### src/rtl/uart9_tx_arbiter_pkg.sv
// Shared types and constants for the 9-bit UART transmit arbiter.
package uart9_pkg;

  localparam int unsigned WORD_W = 9;
  localparam int unsigned ID_W   = 3;

  typedef enum logic [2:0] {
    IDLE  = 3'd0,
    LOAD  = 3'd1,
    START = 3'd2,
    DONE  = 3'd3,
    GAP   = 3'd4
  } state_e;

endpackage

### src/rtl/uart9_tx_arbiter_if.sv
// Requester and transmitter signals of the arbiter; master = arbiter side.
interface uart9_tx_arbiter_if #(
  parameter int unsigned N_REQ = 4
);
  import uart9_pkg::*;

  logic [N_REQ-1:0]        req;
  logic [WORD_W*N_REQ-1:0] req_data;
  logic [N_REQ-1:0]        ack;
  logic                    ld_tx_data;
  logic [WORD_W-1:0]       tx_data;
  logic                    tx_empty;

  modport master (
    input  req, req_data, tx_empty,
    output ack, ld_tx_data, tx_data
  );

  modport slave (
    output req, req_data, tx_empty,
    input  ack, ld_tx_data, tx_data
  );

endinterface

### src/rtl/uart9_tx_arbiter_rr_pick.sv
// Combinational round-robin pick: first set request after index 'last'.
module uart9_rr_pick
  import uart9_pkg::*;
#(
  parameter int unsigned N_REQ = 4
) (
  input  logic [N_REQ-1:0] req,
  input  logic [ID_W-1:0]  last,
  output logic [ID_W-1:0]  grant,
  output logic             valid
);

  int unsigned idx;

  always_comb begin
    grant = '0;
    valid = 1'b0;
    idx   = 0;
    for (int unsigned k = 1; k <= N_REQ; k++) begin
      idx = (32'(last) + k) % N_REQ;
      for (int unsigned j = 0; j < N_REQ; j++) begin
        if (!valid && (j == idx) && req[j]) begin
          valid = 1'b1;
          grant = ID_W'(j);
        end
      end
    end
  end

endmodule

### src/rtl/uart9_tx_arbiter.sv
// Round-robin arbiter feeding 9-bit words to a UART transmitter.
// Optional watchdog on START/DONE waits: define UART9_TX_ARB_TIMEOUT_EN.
module uart9_tx_arbiter
  import uart9_pkg::*;
#(
  parameter int unsigned N_REQ          = 4,
  parameter int unsigned GAP_CYCLES     = 2,
  parameter int unsigned TIMEOUT_CYCLES = 255
) (
  input  logic             txclk,
  input  logic             reset,
  input  logic             en,
  input  logic             err_clr,
  output logic             busy,
  output logic [ID_W-1:0]  cur_id,
  output logic             err_timeout,
  output logic             tx_enable,
  uart9_tx_arbiter_if.master bus
);

  localparam int unsigned GAP_W = (GAP_CYCLES > 1) ? $clog2(GAP_CYCLES) : 1;

  state_e            state_q, state_d;
  logic [ID_W-1:0]   cur_id_q, cur_id_d;
  logic [WORD_W-1:0] tx_data_q, tx_data_d;
  logic [GAP_W-1:0]  gap_cnt_q, gap_cnt_d;
  logic [ID_W-1:0]   pick_id;
  logic              pick_valid;
  logic [WORD_W-1:0] pick_word;

  uart9_rr_pick #(.N_REQ(N_REQ)) u_pick (
    .req   (bus.req),
    .last  (cur_id_q),
    .grant (pick_id),
    .valid (pick_valid)
  );

  always_comb begin
    pick_word = '0;
    for (int unsigned i = 0; i < N_REQ; i++) begin
      if (32'(pick_id) == i) pick_word = bus.req_data[WORD_W*i +: WORD_W];
    end
  end

`ifdef UART9_TX_ARB_TIMEOUT_EN
  localparam int unsigned TO_W = $clog2(TIMEOUT_CYCLES + 1);
  logic [TO_W-1:0] to_cnt_q, to_cnt_d;
  logic            err_q, err_d;
  logic            waiting;

  always_comb begin
    waiting = ((state_q == START) && bus.tx_empty) || ((state_q == DONE) && !bus.tx_empty);
  end
`else
  logic unused_cfg;
  always_comb unused_cfg = err_clr ^ (TIMEOUT_CYCLES == 0);
`endif

  always_comb begin
    state_d   = state_q;
    cur_id_d  = cur_id_q;
    tx_data_d = tx_data_q;
    gap_cnt_d = gap_cnt_q;
    unique case (state_q)
      IDLE: begin
        if (en && pick_valid) begin
          state_d   = LOAD;
          cur_id_d  = pick_id;
          tx_data_d = pick_word;
        end
      end
      LOAD:  state_d = START;
      START: if (!bus.tx_empty) state_d = DONE;
      DONE: begin
        if (bus.tx_empty) begin
          state_d   = (GAP_CYCLES == 0) ? IDLE : GAP;
          gap_cnt_d = '0;
        end
      end
      GAP: begin
        if (gap_cnt_q == GAP_W'(GAP_CYCLES - 1)) begin
          state_d   = IDLE;
          gap_cnt_d = '0;
        end else begin
          gap_cnt_d = gap_cnt_q + GAP_W'(1);
        end
      end
      default: state_d = IDLE;
    endcase
`ifdef UART9_TX_ARB_TIMEOUT_EN
    // Watchdog overrides the wait states; a new timeout beats err_clr.
    err_d    = err_q & ~err_clr;
    to_cnt_d = '0;
    if (waiting) begin
      if (to_cnt_q == TO_W'(TIMEOUT_CYCLES - 1)) begin
        state_d = IDLE;
        err_d   = 1'b1;
      end else begin
        to_cnt_d = to_cnt_q + TO_W'(1);
      end
    end
`endif
  end

  always_comb begin
    busy           = (state_q != IDLE);
    bus.ld_tx_data = (state_q == LOAD);
    bus.tx_data    = tx_data_q;
    cur_id         = cur_id_q;
    tx_enable      = en;
    bus.ack        = '0;
    for (int unsigned i = 0; i < N_REQ; i++) begin
      bus.ack[i] = (state_q == LOAD) && (32'(cur_id_q) == i);
    end
`ifdef UART9_TX_ARB_TIMEOUT_EN
    err_timeout = err_q;
`else
    err_timeout = 1'b0;
`endif
  end

  always_ff @(posedge txclk or negedge reset) begin
    if (!reset) begin
      state_q   <= IDLE;
      cur_id_q  <= ID_W'(N_REQ - 1);
      tx_data_q <= '0;
      gap_cnt_q <= '0;
    end else begin
      state_q   <= state_d;
      cur_id_q  <= cur_id_d;
      tx_data_q <= tx_data_d;
      gap_cnt_q <= gap_cnt_d;
    end
  end

`ifdef UART9_TX_ARB_TIMEOUT_EN
  always_ff @(posedge txclk or negedge reset) begin
    if (!reset) begin
      to_cnt_q <= '0;
      err_q    <= 1'b0;
    end else begin
      to_cnt_q <= to_cnt_d;
      err_q    <= err_d;
    end
  end
`endif

endmodule

### src/flat_wrapper.sv
// flat-port wrapper written by rule: the top's interface ports become plain ports
module uart9_tx_arbiter_flat import uart9_pkg::*;
#(
  parameter int unsigned N_REQ          = 4,
  parameter int unsigned GAP_CYCLES     = 2,
  parameter int unsigned TIMEOUT_CYCLES = 255
)
  (txclk, reset, en, err_clr, busy, cur_id, err_timeout, tx_enable, bus_req, bus_req_data, bus_tx_empty, bus_ack, bus_ld_tx_data, bus_tx_data);
  uart9_tx_arbiter_if #(.N_REQ(N_REQ)) bus_i ();
  input  logic txclk;
  input  logic reset;
  input  logic en;
  input  logic err_clr;
  output logic busy;
  output logic [ID_W-1:0] cur_id;
  output logic err_timeout;
  output logic tx_enable;
  input wire logic [$bits(bus_i.req)-1:0] bus_req;
  input wire logic [$bits(bus_i.req_data)-1:0] bus_req_data;
  input wire logic [$bits(bus_i.tx_empty)-1:0] bus_tx_empty;
  output wire logic [$bits(bus_i.ack)-1:0] bus_ack;
  output wire logic [$bits(bus_i.ld_tx_data)-1:0] bus_ld_tx_data;
  output wire logic [$bits(bus_i.tx_data)-1:0] bus_tx_data;
  assign bus_i.req = bus_req;
  assign bus_i.req_data = bus_req_data;
  assign bus_i.tx_empty = bus_tx_empty;
  assign bus_ack = bus_i.ack;
  assign bus_ld_tx_data = bus_i.ld_tx_data;
  assign bus_tx_data = bus_i.tx_data;
  uart9_tx_arbiter #(.N_REQ(N_REQ), .GAP_CYCLES(GAP_CYCLES), .TIMEOUT_CYCLES(TIMEOUT_CYCLES)) u_core (.txclk(txclk), .reset(reset), .en(en), .err_clr(err_clr), .busy(busy), .cur_id(cur_id), .err_timeout(err_timeout), .tx_enable(tx_enable), .bus(bus_i));
endmodule
### config.mk
export PLATFORM = sky130hd
export DESIGN_NAME = uart9_tx_arbiter_flat
export DESIGN_NICKNAME = d
export VERILOG_FILES = /design/src/rtl/uart9_tx_arbiter_pkg.sv /design/src/rtl/uart9_tx_arbiter_if.sv /design/src/rtl/uart9_tx_arbiter_rr_pick.sv /design/src/rtl/uart9_tx_arbiter.sv /design/src/flat_wrapper.sv
export SDC_FILE = /design/constraint.sdc
export NUM_CORES = 1
export LEC_CHECK = 0
export BUFFER_PORTS_ARGS = -buffer_cell sky130_fd_sc_hd__clkbuf_2
export CAP_MARGIN = 20
export CORE_MARGIN = 3
export CORE_UTILIZATION = 30
export DETAILED_ROUTE_END_ITERATION = 7
export GPL_ROUTABILITY_DRIVEN = 1
export SLEW_MARGIN = 25
export SYNTH_ARGS = -nofsm -noshare
export SYNTH_HDL_FRONTEND = slang
export SYNTH_SLANG_ARGS = --single-unit
### constraint.sdc
create_clock -name txclk -period 2.9 [get_ports txclk]
set_clock_uncertainty 0.2 [all_clocks]
set_input_delay 0.29 -clock txclk [delete_from_list [all_inputs] [get_ports txclk]]
set_output_delay 0.29 -clock txclk [all_outputs]
set_load 0.1 [all_outputs]
==> results.json <==
{
  "num_rows": 22,
  "fmax_mhz": 458.3,
  "gp_congestion": 0.7457,
  "ys_types": 42,
  "synth_edf_count": 0,
  "antennaDiodeCount": 0,
  "cts.clk_slew.worst_paths_ps": 60,
  "synth-main-ff-cell": "dfrtp_1",
  "rsz0062_at_grt": "no",
  "period_share_pct": 75.24,
  "power_density_nw_per_um2": 1204,
  "grt_max_degree": 20,
  "cts_sinks": 15,
  "endpoint_kind": "primary output",
  "synthArstFlopShare_pct": 100.0,
  "ant_nets": 0,
  "synthToLayoutAreaGrowth_pct": 32.21,
  "cap_violations": 0,
  "synth_warnings": 0,
  "place.port_buffers": 61,
  "tightest_slew_ps": 723.9,
  "drv_slew": 0,
  "hpwl_um": 2624,
  "drive_above_1_share_pct": 37.80,
  "synth_area_leaders": "dfrtp_1 27%, nand2_1 7.9%, nand3_1 6.7%",
  "yosys.area.top_type_share_pct": 27.28,
  "cts_root_buf": "clkbuf_8",
  "antenna_found_initial": 0,
  "nets": 255,
  "worst_hold_slack_ps": 50.98,
  "routed_wl_um": 3552,
  "stdcell_count": 257,
  "vias": 1277,
  "die_w_um": 69.05,
  "fillerInstances": 419,
  "drt-wirelength-per-cell_um": 13.82,
  "grt_pass1_wl_um": 6134,
  "hold_class": "in -> reg",
  "period_minus_slack_ps": 2182,
  "ir_drop_v": 0.0004233,
  "hold_violations": 0,
  "final_cell_area_um2": 1577,
  "netlist_area_um2": 1192,
  "core_area_um2": 3744,
  "leakage_nw": 0.7675,
  "placed_area_um2": 1521,
  "grt_pass1_vias": 1268,
  "r2r_end": "u_core.bus.tx_data[8]$_DFFE_PN0P_",
  "cts_buffer_depth": 2,
  "fin_tns_setup_ps": 0,
  "h-tree-depth": 1,
  "gr-total-overflow": 0,
  "viasPerCell": 4.969,
  "cp.required_ps": 2410,
  "rrSetupSlack_ps": 720,
  "drt-pass1-iter-count": 4,
  "dr.first_iter.drc_count": 49,
  "crit_path_cell_trace": "nor3b_4 > nor3b_4 > clkbuf_2",
  "fin_util_pct": 42.11,
  "critPathLaunch": "u_core.state_q[2]$_DFFE_PN0P_",
  "ys_seq_area_share_pct": 31.69,
  "cts_tree": "done",
  "startpoint_type": "register",
  "die_h_um": 69.05,
  "yosysMostFrequentCell": "nand2_1",
  "dieArea_um2": 4767,
  "r2r.worst_path.cells": 5,
  "synthCells": 154,
  "insertion_delay_ps": 250,
  "setup_viol": 0,
  "critPathMaxStageDelay_ps": 490,
  "cp_max_fo": 10,
  "cp_common_cell": "nor3b_4",
  "cts_buffers": 3,
  "yosysTopAreaCell": "dfrtp_1",
  "dp_cells": 252,
  "pin_count": 65,
  "outcome": "completed",
  "cpMaxStageDelayCell": "dfrtp_1",
  "synth_seq_cells": 15,
  "cts_post_setup_buffers_inserted": 0,
  "rr_startpoint": "u_core.cur_id[1]$_DFFE_PN1P_",
  "drc_errors": 0,
  "syn_avg_cell_area_um2": 7.743,
  "critPathKind": "reg -> out",
  "grt_usage_pct": 15.44,
  "worstPathArrival_ps": 1690,
  "cp-endpoint": "bus_ack[0]",
  "relSlewSlack_pct": 51.74,
  "synth_common_cells": "25 x nand2_1, 16 x nand3_1, 13 x dfrtp_1",
  "start_util_pct": 31.85
}
-- how the worst min path moves through the flow --
| stage | startpoint | endpoint | slack (ps) | cells after the start |
|---|---|---|---|---|
| floorplan | reset | u_core.bus.tx_data[0]$_DFFE_PN0P_ | -210 | 0 |
| global placement | reset | u_core.bus.tx_data[5]$_DFFE_PN0P_ | 50 | 1 |
| detailed placement | reset | u_core.bus.tx_data[5]$_DFFE_PN0P_ | 50 | 1 |
| CTS | bus_req_data[26] | u_core.bus.tx_data[8]$_DFFE_PN0P_ | 50 | 2 |
| global route | bus_req_data[26] | u_core.bus.tx_data[8]$_DFFE_PN0P_ | 50 | 2 |
| finish | bus_req_data[26] | u_core.bus.tx_data[8]$_DFFE_PN0P_ | 50 | 2 |
-- cell usage in the layout (no fill, tap or decap), types with 2 or more instances in the layout --
| cell | n |
|---|---|
| buf_4 | 4 |
| conb_1 | 2 |
| or3_1 | 2 |
| nor2_1 | 5 |
| clkbuf_2 | 61 |
| nor2_2 | 2 |
| nand2b_1 | 2 |
| and2_1 | 2 |
| a21oi_1 | 11 |
| nand2_1 | 25 |
| o21ai_0 | 9 |
| dfstp_2 | 2 |
| clkbuf_8 | 3 |
| o211ai_1 | 2 |
| nand3_1 | 16 |
| o22ai_1 | 2 |
| o21ai_1 | 7 |
| dfrtp_1 | 13 |
| a32oi_1 | 2 |
| a211o_1 | 7 |
| nor3b_4 | 2 |
| inv_1 | 2 |
| nor2b_1 | 4 |
| a2bb2oi_1 | 2 |
-- registers in the layout (all words and copies together) (netlist names) --
register	cells
u_core.cur_id	2
u_core.bus.tx_data	9
u_core.gap_cnt_q	1
u_core.state_q	3
-- worst max-delay path: cells and delay by family (launching register included) --
family	cells	cell delay, ps
buffers and inverters	1	470
DFF	1	490
and+or+nand+nor	2	490
-- layout make-up --
class | count | area [µm²] | area share (%)
Tap cell | 48 | 60.06 | 3.810
Timing Repair Buffer | 66 | 345.3 | 21.90
Inverter | 2 | 7.507 | 0.4762
Multi-Input combinational cell | 122 | 740.7 | 46.98
Clock buffer | 4 | 45.04 | 2.857
Sequential cell | 15 | 377.9 | 23.97
-- through the flow --
stage	setup WS [ps]	total power, mW
finish	718.0	1.898
global route	528.8	2.029
CTS	694.5	1.913
detailed placement	651.4	1.734
global placement	651.3	1.729
floorplan	8.783	1.526
-- kinds of logic (layout without fill, tap and decap cells) --
| logic type | after synthesis | count (layout) | share of synthesized area, % |
|---|---|---|---|
| DFF | 15 | 15 | 31.69 |
| AOI/OAI and AO/OA | 50 | 50 | 27.81 |
| other | 1 | 2 | 0.3145 |
| and+or+nand+nor | 69 | 69 | 30.54 |
| buffers and inverters | 18 | 72 | 8.814 |
| muxes | 1 | 1 | 0.8395 |
-- routing by layer --
| layer | GRT usage (%) | up-vias | part of all wire (%) | wire, µm |
|---|---|---|---|---|
| li1 | - | 662 | - | - |
| met5 | 0 | - | 0 | 0 |
| met1 | 21.35 | 580 | 46 | 1617 |
| met4 | 3.037 | 0 | 0.68 | 24 |
| met2 | 24.79 | 31 | 49 | 1752 |
| met3 | 3.353 | 4 | 4.4 | 158 |
-- timing repair --
item                                   CTS  global route
endpoints found under the hold margin   13             0
hold buffers                             1             0
resized for setup                        0             0
-- power breakdown --
part / switching (mW) / internal (mW) / leakage (nW)
clock network: 0.0743 / 0.0973 / 0.0228
registers: 0.132 / 0.313 / 0.185
logic: 0.975 / 0.306 / 0.560
No activity file was read; power rests on OpenSTA's default activity.
